===== src/rtl/load_store_unit.sv =====
// rtl/load_store_unit.sv - MIPS load/store unit driving a word-wide RAM without byte enables.
// Sub-word stores become a read-modify-write; LWL/LWR merge the captured word with rt.
module load_store_unit #(
  parameter int ADDR_W = 32
) (
  input  logic              clk,
  input  logic              reset_n,
  input  logic              req_valid,
  output logic              req_ready,
  input  logic [3:0]        req_op,
  input  logic [ADDR_W-1:0] req_addr,
  input  logic [31:0]       req_wdata,
  input  logic [31:0]       req_rt,
  output logic              resp_valid,
  output logic [31:0]       resp_rdata,
  output logic              resp_err,
  output logic [ADDR_W-1:0] mem_addr,
  output logic [31:0]       mem_data_in,
  output logic              mem_read,
  output logic              mem_write,
  input  logic [31:0]       mem_data_out
);

  localparam logic [3:0] OP_LB  = 4'd0;
  localparam logic [3:0] OP_LBU = 4'd1;
  localparam logic [3:0] OP_LH  = 4'd2;
  localparam logic [3:0] OP_LHU = 4'd3;
  localparam logic [3:0] OP_LW  = 4'd4;
  localparam logic [3:0] OP_LWL = 4'd5;
  localparam logic [3:0] OP_LWR = 4'd6;
  localparam logic [3:0] OP_SB  = 4'd8;
  localparam logic [3:0] OP_SH  = 4'd9;
  localparam logic [3:0] OP_SW  = 4'd10;

  typedef enum logic [1:0] {S_IDLE, S_READ, S_WRITE, S_RESP} state_t;

  state_t            state_q, state_d;
  logic [3:0]        op_q, op_d;
  logic [ADDR_W-1:0] addr_q, addr_d;
  logic [31:0]       wdata_q, wdata_d;
  logic [31:0]       rt_q, rt_d;
  logic [31:0]       word_q, word_d;
  logic              resp_valid_q, resp_valid_d;
  logic [31:0]       resp_rdata_q, resp_rdata_d;
  logic              resp_err_q, resp_err_d;

  logic              req_illegal;
  logic              req_misaligned;
  logic [31:0]       merged_word;

  function automatic logic [31:0] load_fmt(input logic [3:0] op, input logic [1:0] b,
                                           input logic [31:0] w, input logic [31:0] rt);
    logic [7:0]  byte_v;
    logic [15:0] half_v;
    logic [31:0] lmask;
    logic [31:0] rmask;
    byte_v = w[{b, 3'b000} +: 8];
    half_v = w[{b[1], 4'b0000} +: 16];
    // Shift of 32 when b=3 empties the LWL keep-mask, so the whole word comes from memory.
    lmask  = 32'hFFFF_FFFF >> ({1'b0, b, 3'b000} + 6'd8);
    rmask  = 32'hFFFF_FFFF >> {b, 3'b000};
    case (op)
      OP_LB:   load_fmt = {{24{byte_v[7]}}, byte_v};
      OP_LBU:  load_fmt = {24'd0, byte_v};
      OP_LH:   load_fmt = {{16{half_v[15]}}, half_v};
      OP_LHU:  load_fmt = {16'd0, half_v};
      OP_LWL:  load_fmt = (w << (6'd24 - {1'b0, b, 3'b000})) | (rt & lmask);
      OP_LWR:  load_fmt = (w >> {b, 3'b000}) | (rt & ~rmask);
      default: load_fmt = w;
    endcase
  endfunction

  always_comb begin
    req_illegal    = !(req_op inside {OP_LB, OP_LBU, OP_LH, OP_LHU, OP_LW, OP_LWL, OP_LWR,
                                      OP_SB, OP_SH, OP_SW});
    req_misaligned = ((req_op == OP_LH || req_op == OP_LHU || req_op == OP_SH) && req_addr[0]) ||
                     ((req_op == OP_LW || req_op == OP_SW) && (req_addr[1:0] != 2'b00));
  end

  always_comb begin
    merged_word = word_q;
    if (op_q == OP_SB) begin
      merged_word[{addr_q[1:0], 3'b000} +: 8] = wdata_q[7:0];
    end else if (op_q == OP_SH) begin
      merged_word[{addr_q[1], 4'b0000} +: 16] = wdata_q[15:0];
    end
  end

  always_comb begin
    state_d      = state_q;
    op_d         = op_q;
    addr_d       = addr_q;
    wdata_d      = wdata_q;
    rt_d         = rt_q;
    word_d       = word_q;
    resp_valid_d = 1'b0;
    resp_rdata_d = 32'd0;
    resp_err_d   = 1'b0;
    case (state_q)
      S_IDLE: begin
        if (req_valid) begin
          op_d    = req_op;
          addr_d  = req_addr;
          wdata_d = req_wdata;
          rt_d    = req_rt;
          if (req_illegal || req_misaligned) begin
            state_d      = S_RESP;
            resp_valid_d = 1'b1;
            resp_err_d   = 1'b1;
          end else if (req_op == OP_SW) begin
            state_d = S_WRITE;
          end else begin
            state_d = S_READ;
          end
        end
      end
      S_READ: begin
        word_d = mem_data_out;
        if (op_q <= OP_LWR) begin
          state_d      = S_RESP;
          resp_valid_d = 1'b1;
          resp_rdata_d = load_fmt(op_q, addr_q[1:0], mem_data_out, rt_q);
        end else begin
          state_d = S_WRITE;
        end
      end
      S_WRITE: begin
        state_d      = S_RESP;
        resp_valid_d = 1'b1;
      end
      default: state_d = S_IDLE;
    endcase
  end

  always_ff @(posedge clk or negedge reset_n) begin
    if (!reset_n) begin
      state_q      <= S_IDLE;
      op_q         <= 4'd0;
      addr_q       <= '0;
      wdata_q      <= 32'd0;
      rt_q         <= 32'd0;
      word_q       <= 32'd0;
      resp_valid_q <= 1'b0;
      resp_rdata_q <= 32'd0;
      resp_err_q   <= 1'b0;
    end else begin
      state_q      <= state_d;
      op_q         <= op_d;
      addr_q       <= addr_d;
      wdata_q      <= wdata_d;
      rt_q         <= rt_d;
      word_q       <= word_d;
      resp_valid_q <= resp_valid_d;
      resp_rdata_q <= resp_rdata_d;
      resp_err_q   <= resp_err_d;
    end
  end

  // Memory strobes decode from state alone, so a reset drops them without waiting for a clock.
  assign req_ready   = (state_q == S_IDLE);
  assign mem_read    = (state_q == S_READ);
  assign mem_write   = (state_q == S_WRITE);
  assign mem_addr    = (mem_read || mem_write) ? {addr_q[ADDR_W-1:2], 2'b00} : '0;
  assign mem_data_in = mem_write ? ((op_q == OP_SW) ? wdata_q : merged_word) : 32'd0;
  assign resp_valid  = resp_valid_q;
  assign resp_rdata  = resp_rdata_q;
  assign resp_err    = resp_err_q;

endmodule


===== config.mk =====
export PLATFORM = sky130hd
export DESIGN_NAME = load_store_unit
export DESIGN_NICKNAME = d
export VERILOG_FILES = /design/src/rtl/load_store_unit.sv
export SDC_FILE = /design/constraint.sdc
export NUM_CORES = 1
export LEC_CHECK = 0
export BUFFER_PORTS_ARGS = -buffer_cell sky130_fd_sc_hd__clkbuf_2
export CAP_MARGIN = 20
export CORE_UTILIZATION = 30
export DETAILED_ROUTE_END_ITERATION = 12
export GPL_ROUTABILITY_DRIVEN = 0
export HOLD_SLACK_MARGIN = 0.12
export PLACE_DENSITY = 0.55
export SETUP_SLACK_MARGIN = 0.15
export SLEW_MARGIN = 15
export SYNTH_ARGS = -nofsm -noshare
export SYNTH_HDL_FRONTEND = slang
export SYNTH_SLANG_ARGS = --single-unit

===== constraint.sdc =====
create_clock -name clk -period 7.91 [get_ports clk]
set_clock_uncertainty 0.15 [all_clocks]
set_input_delay 1.582 -clock clk [delete_from_list [all_inputs] [get_ports clk]]
set_output_delay 1.582 -clock clk [all_outputs]
set_load 0.05 [all_outputs]

Yosys cells after proc, flatten, opt, wreduce, memory -nomap -nowiden. Cells that the tools add are included.

Add/sub/neg operators: 4. $mul: 0. Divide/modulo/power cells: 0. Order comparisons: 1. Equal/unequal tests: 20. Shift operators: 10. Multiplexer cells: 20. Bitwise gates (word level): 5. Reduce and logical (&&, ||, !) cells: 15.

Operator list (number): 2-to-1 mux 32 bit (7); one-hot mux 32 bit (6 select lines) (1); AND 32 bit (2); bitwise mux 32 bit (2); bitwise OR 32 bit (2); NOT 32 bit (1); variable shift 16 x 7 -> 32 bit, first input constant (1); variable shift 8 x 7 -> 32 bit, first input constant (1); variable part select 16 x 7 -> 32 bit (1); variable part select 32 x 6 -> 16 bit (1); variable part select 32 x 6 -> 8 bit (1); variable part select 8 x 7 -> 32 bit (1); left shift 32 x 6 -> 32 bit (1); right shift 32 x 5 -> 32 bit (1); right shift 32 x 5 -> 32 bit, first input constant (1); right shift 32 x 6 -> 32 bit, first input constant (1); equality test 4 bit, second input constant (6); equality test 4 x 3 -> 1 bit, second input constant (5); equality test 4 x 2 -> 1 bit, second input constant (4); negator 5 -> 7 bit (2); nonzero test 10 bit (1); equality test 4 x 1 -> 1 bit, second input constant (2); zero test 4 bit (2); adder 5 x 4 -> 6 bit, second input constant (1); 15 further kinds (27).

Flip-flop bits (word level): 168. Bits in latches: 0. Bits in writable memories: 0. Memory bits (read-only): 0. Bits of input ports: 135. Output and inout port bits: 101. Word-level logic and storage cells: 84. Memories kept: 0.

Longest topological paths before layout.
Word-level depth: 9. Depth in mapped cells: 10. Depth with buffers taken out: 7.

Least setup slack after synthesis. Ideal clock, no wire load.

Kind: register -> output. Start: register addr_q[1]. End: output port mem_data_in[10]. Arrival time: 2.930 ns. Required time: 6.178 ns. Slack: 3.248 ns. Cell stages (with the launch flop): 11. Path buffers: 3. Cells stage by stage: dfrtp_1 buf_2 inv_2 buf_2 ha_1 clkbuf_1 nand2b_1 nor2_1 a21oi_1 o21bai_1 a31oi_1.

Cells in the longest elaborated chain, start to end: 7. Elaborated cells between the ends (all ways): 12. Those cells by class: add/sub: 2; shift: 4; mux: 6.

Ends and longest elaborated chain: from (decl) (line 39) `logic [ADDR_W-1:0] addr_q, addr_d;`; from (signal assigned) (line 149) `addr_q <= addr_d;`; negator 5 -> 7 bit (line 85) `merged_word[{addr_q[1], 4'b0000} +: 16] = wdata_q[15:0];`; variable part select 16 x 7 -> 32 bit / variable shift 16 x 7 -> 32 bit (equally long branches) (line 85); bitwise mux 32 bit (line 85); 2-to-1 mux 32 bit (line 84) `end else if (op_q == OP_SH) begin`; 2-to-1 mux 32 bit * (line 82) `if (op_q == OP_SB) begin`; 2-to-1 mux 32 bit * (2 in a row) (line 164) `assign mem_data_in = mem_write ? ((op_q == OP_SW) ? wdata_q : merged_word) : 32'd0;`; to (decl) (line 18) `output logic [31:0] mem_data_in,`.

Mark *: on every way between the ends. The rest lies on a longest branch, timed or not.

Worst setup path after layout.
Start: register addr_q[1]. End: output port mem_data_in[8].

The elaborated chain is that of the path after synthesis.

==> out/results.env <==
LAYOUT.CELLS.MOST_COMMON='clkbuf_2'
FMAX_MHz=202
GRT_PASS1_WL_MM=46.8
SYN_AREA_PER_CELL_SQ_UM=10.5
FFS_LATCHES_SYNTH=168
FF2FF_PATH_DEPTH=7
GLOBALROUTETOTALUTIL=0.201
FINALHOLDWORSTSLACK_NS=0.350
MOST-COMMON-LAYOUT-CELLS='clkbuf_2 (232), dfrtp_1 (167), mux2_2 (140)'
NUM_VIAS=7852
COREAREA_SQ_UM=30000
CTS.SINKS=168
FINALHOLDVIOLATIONS=0
SETUP_REPAIR_AFTER_GLOBAL_ROUTING_MISSED_ITS_MARGIN='no'
CRIT_TYPE='flop to primary output'
IRDROPWORSTVDD_mV=0.271
PLACEMENT_ROWS=63
WORST_R2R_STARTPOINT='state_q[1]'
DIE_HEIGHT_MICRONS=178
MAXCAPVIOLATIONS=0
SYNTH_COMPOUND_AREA_FRAC=0.182
SYNTH_FA_HA_AREA_FRAC=0.0135
WORST_SLEW_PIN_SLEW_NS=0.944
FINALWORSTPATHREQUIREDPERIOD_NS=4.94
SYNTH_XOR_XNOR_AREA_SHARE=0
CTS_INSERTED_BUFFERS=17
SETUP.REG_TO_REG.WORST_SLACK_NS=5.13
DRT_PRE_ANTENNA_ITERS=7
AVGROUTEDWIREPERCELL_MICRONS=21.0
TIMING_MAX_TRANSITION_VIOLATIONS_FINAL=0
INTERNAL_POWER_mW=2.83
DRT_WL_TOTAL_MM=31.2
SHARE_OF_THE_CYCLE_NEEDED_BY_THE_CRITICAL_PATH_AFTER_ROUTING=0.625
DP.FINAL_HPWL_MM=22.7
SEQUENTIAL_FRACTION_OF_THE_SYNTHESIS_AREA=0.455
ANTENNA_FOUND_INITIAL=2
CLKLATENCYLATEPIN_NS=0.43
WORSTHOLDPATHCELLS=1
OUTCOME='finished clean'
ANTENNADIODECOUNT=0
SHARE_COMB_OF_TOTAL_POWER=0.557
MIN_FROM='addr_q[30]'
NUMBER_OF_I_O_PINS=236
GRT_PASS1_VIAS=7763
DRIVE_GT1_FRAC=0.400
YS_TYPES=51
DRC_VIOLATION_COUNT_AFTER_ROUTING=0
SEQPWRFRAC=0.286
CRITICAL_PATH_STARTPOINT='addr_q[1]'
FILL_CELLS=3045
YS.WARNINGS.COUNT=0
AREA_GROWTH_SYN_TO_LAYOUT_PCT=22.5
DIE_AREA_SQ_UM=31500
FINALNETCOUNT=1230
IO_BUFFER_COUNT=233
YOSYS-MUX-AREA-FRACTION=0.201
CP.REQUIRED_NS=6.18
PRE_CTS_SLACK_NS=3.46
YOSYS_MOST_USED_DFF='dfrtp_1'
WORST_CASE_CLOCK_BUFFER_DEPTH=2
COMBINATIONAL_FAMILY_WITH_THE_MOST_AREA_AFTER_SYNTHESIS='multiplexers'
POST_SYNTH_AND_OR_NAND_NOR_AREA_FRACTION=0.100
YS_ASYNC_RST_SHARE=1.00
CTS_STAGE_HOLD_BUFFER_COUNT=0
CELL_AREA_AFTER_TECHNOLOGY_MAPPING_SQ_UM=9240
SETUP_SLACK_NS=2.97
CTS-HTREE-LEVELS=4
POST_CTS_BUFFERS=0
P_SW_mW=2.85
POST_SYNTH_INST_COUNT=881
DRT_ITER0_MARKERS=704
SETUP_VIOLATIONS=0
POWER_LEAKAGE_nW=5.28
POWER.SWITCHING_FRACTION=0.501
CRITICAL_PATH.STARTPOINT_TYPE='flop'
CP_MAX_FO=19
CRIT_ARRIVAL_NS=3.21
CTS.REPORTEDPATHS.CLKPINSLEW_NS=0.07
POST_CTS_RESIZE_COUNT=0
POST_DRT_VIA_CELL_RATIO=5.28
SETUP_TOTAL_NEGATIVE_SLACK_NS=0
START_UTIL=0.309
CLOCK_TREE.ROOT_CELL='clkbuf_16'
TRITONCTS_CLOCK_TREE='built'
WORST_SLEW_MARGIN_RELATIVE_TO_ITS_LIMIT=0.371
HOLD_CLASS='flop to flop'
DIE_WIDTH_MICRONS=178
DRTANTENNAVIOLNETS=0
CLOCK_POWER_SHARE=0.157
PIN_COUNT_OF_THE_BIGGEST_NET_ENTERING_GLOBAL_ROUTING=100
SYNTH_ENABLE_FLOP_CELLS=0
GLOBALROUTEOVERFLOWTOTAL=0
AREAL_POWER_DENSITY_OVER_THE_CELLS_nW_PER_UM2=501
CRIT_PATH_END_KIND='primary output'
## flip-flops by register name, indices dropped and copies added (netlist names)
register	count
addr_q	32
resp_rdata	32
rt_q	32
wdata_q	32
word_q	32
op_q	4
state_q	2
resp_err	1
resp_valid	1
## final timing paths
path                                   to
max                        mem_data_in[8]
min                            addr_q[30]
max reg2reg                resp_rdata[31]
min reg2reg                    addr_q[30]
max in group asynchronous       addr_q[1]
min in group asynchronous         rt_q[1]
## Yosys cell counts, drive strengths merged (2+ instances only)
library cell | instances | area [sq um]
a222oi | 19 | 190
or2 | 2 | 12.5
ha | 10 | 125
clkbuf | 27 | 101
and2 | 34 | 213
a221oi | 5 | 43.8
mux2i | 28 | 280
a21bo | 7 | 70.1
nand2 | 64 | 240
dfrtp | 168 | 4200
nor2 | 28 | 110
nand3 | 2 | 10.0
o221ai | 2 | 17.5
or3 | 2 | 12.5
inv | 39 | 146
nand2b | 15 | 93.8
and3 | 2 | 12.5
mux2 | 140 | 1580
buf | 34 | 194
a21oi | 57 | 285
a31oi | 17 | 106
a22oi | 33 | 248
o31a | 2 | 17.5
o21bai | 9 | 71.3
a211oi | 6 | 45.0
nor3 | 2 | 15.0
a21o | 13 | 97.6
o22ai | 2 | 12.5
nor3b | 3 | 37.5
o32ai | 7 | 61.3
nor2b | 16 | 100
or3b | 2 | 17.5
o21ai | 74 | 370
## layer usage
layer  vias up  share of wire  track usage
met5         -        0.00026            0
li1       3596              -            -
met1      3804           0.43        0.268
met4         2          0.037       0.0905
met2       379           0.45        0.304
met3        71          0.075       0.0497
## cell type report
| cell class | count | area, sq um | area share |
|---|---|---|---|
| well taps | 390 | 488 | 0.0431 |
| flip-flops and latches | 168 | 4210 | 0.371 |
| repair buffers | 245 | 1260 | 0.111 |
| clock buffers | 19 | 433 | 0.0382 |
| multi-input cells | 614 | 4610 | 0.407 |
| clock inverters | 13 | 181 | 0.0160 |
| inverters | 39 | 146 | 0.0129 |
## power groups by stage
stage               sequential [mW]  combinational [mW]  clock [mW]
finish                         1.62                3.16       0.891
floorplan                      1.67                2.29           0
global placement               1.62                3.13           0
CTS                            1.62                3.16       0.918
detailed placement             1.63                3.15           0
global route                   1.67                3.39       0.948
## per-stage QoR
stage | cells | total power, mW | instance area [sq um] | util
floorplan | 882 | 3.96 | 9250 | -
global placement | 1456 | 4.74 | 10700 | 0.358
detailed placement | 1456 | 4.78 | 10700 | 0.358
CTS | 1488 | 5.69 | 11300 | 0.378
global route | 1488 | 6.01 | 11300 | 0.378
finish | 1488 | 5.68 | 11300 | 0.378
## critical path, cell delays in order, from the launching register on
cell and delay (ns):
dfrtp_2 0.36, inv_2 0.18, ha_1 0.52, nand2b_1 0.29, nor2_1 0.52, a21oi_1 0.15, o21bai_1 0.19, a31oi_1 0.25
clkbuf_2 0.33
## logic make-up after synthesis
| kind of cell | Yosys count |
|---|---|
| mux | 168 |
| simple gates | 176 |
| flops | 168 |
| other cells | 1 |
| compound gates | 258 |
| buf+inv | 100 |
| fa+ha+maj | 10 |
No activity file was read; power rests on OpenSTA's default activity.
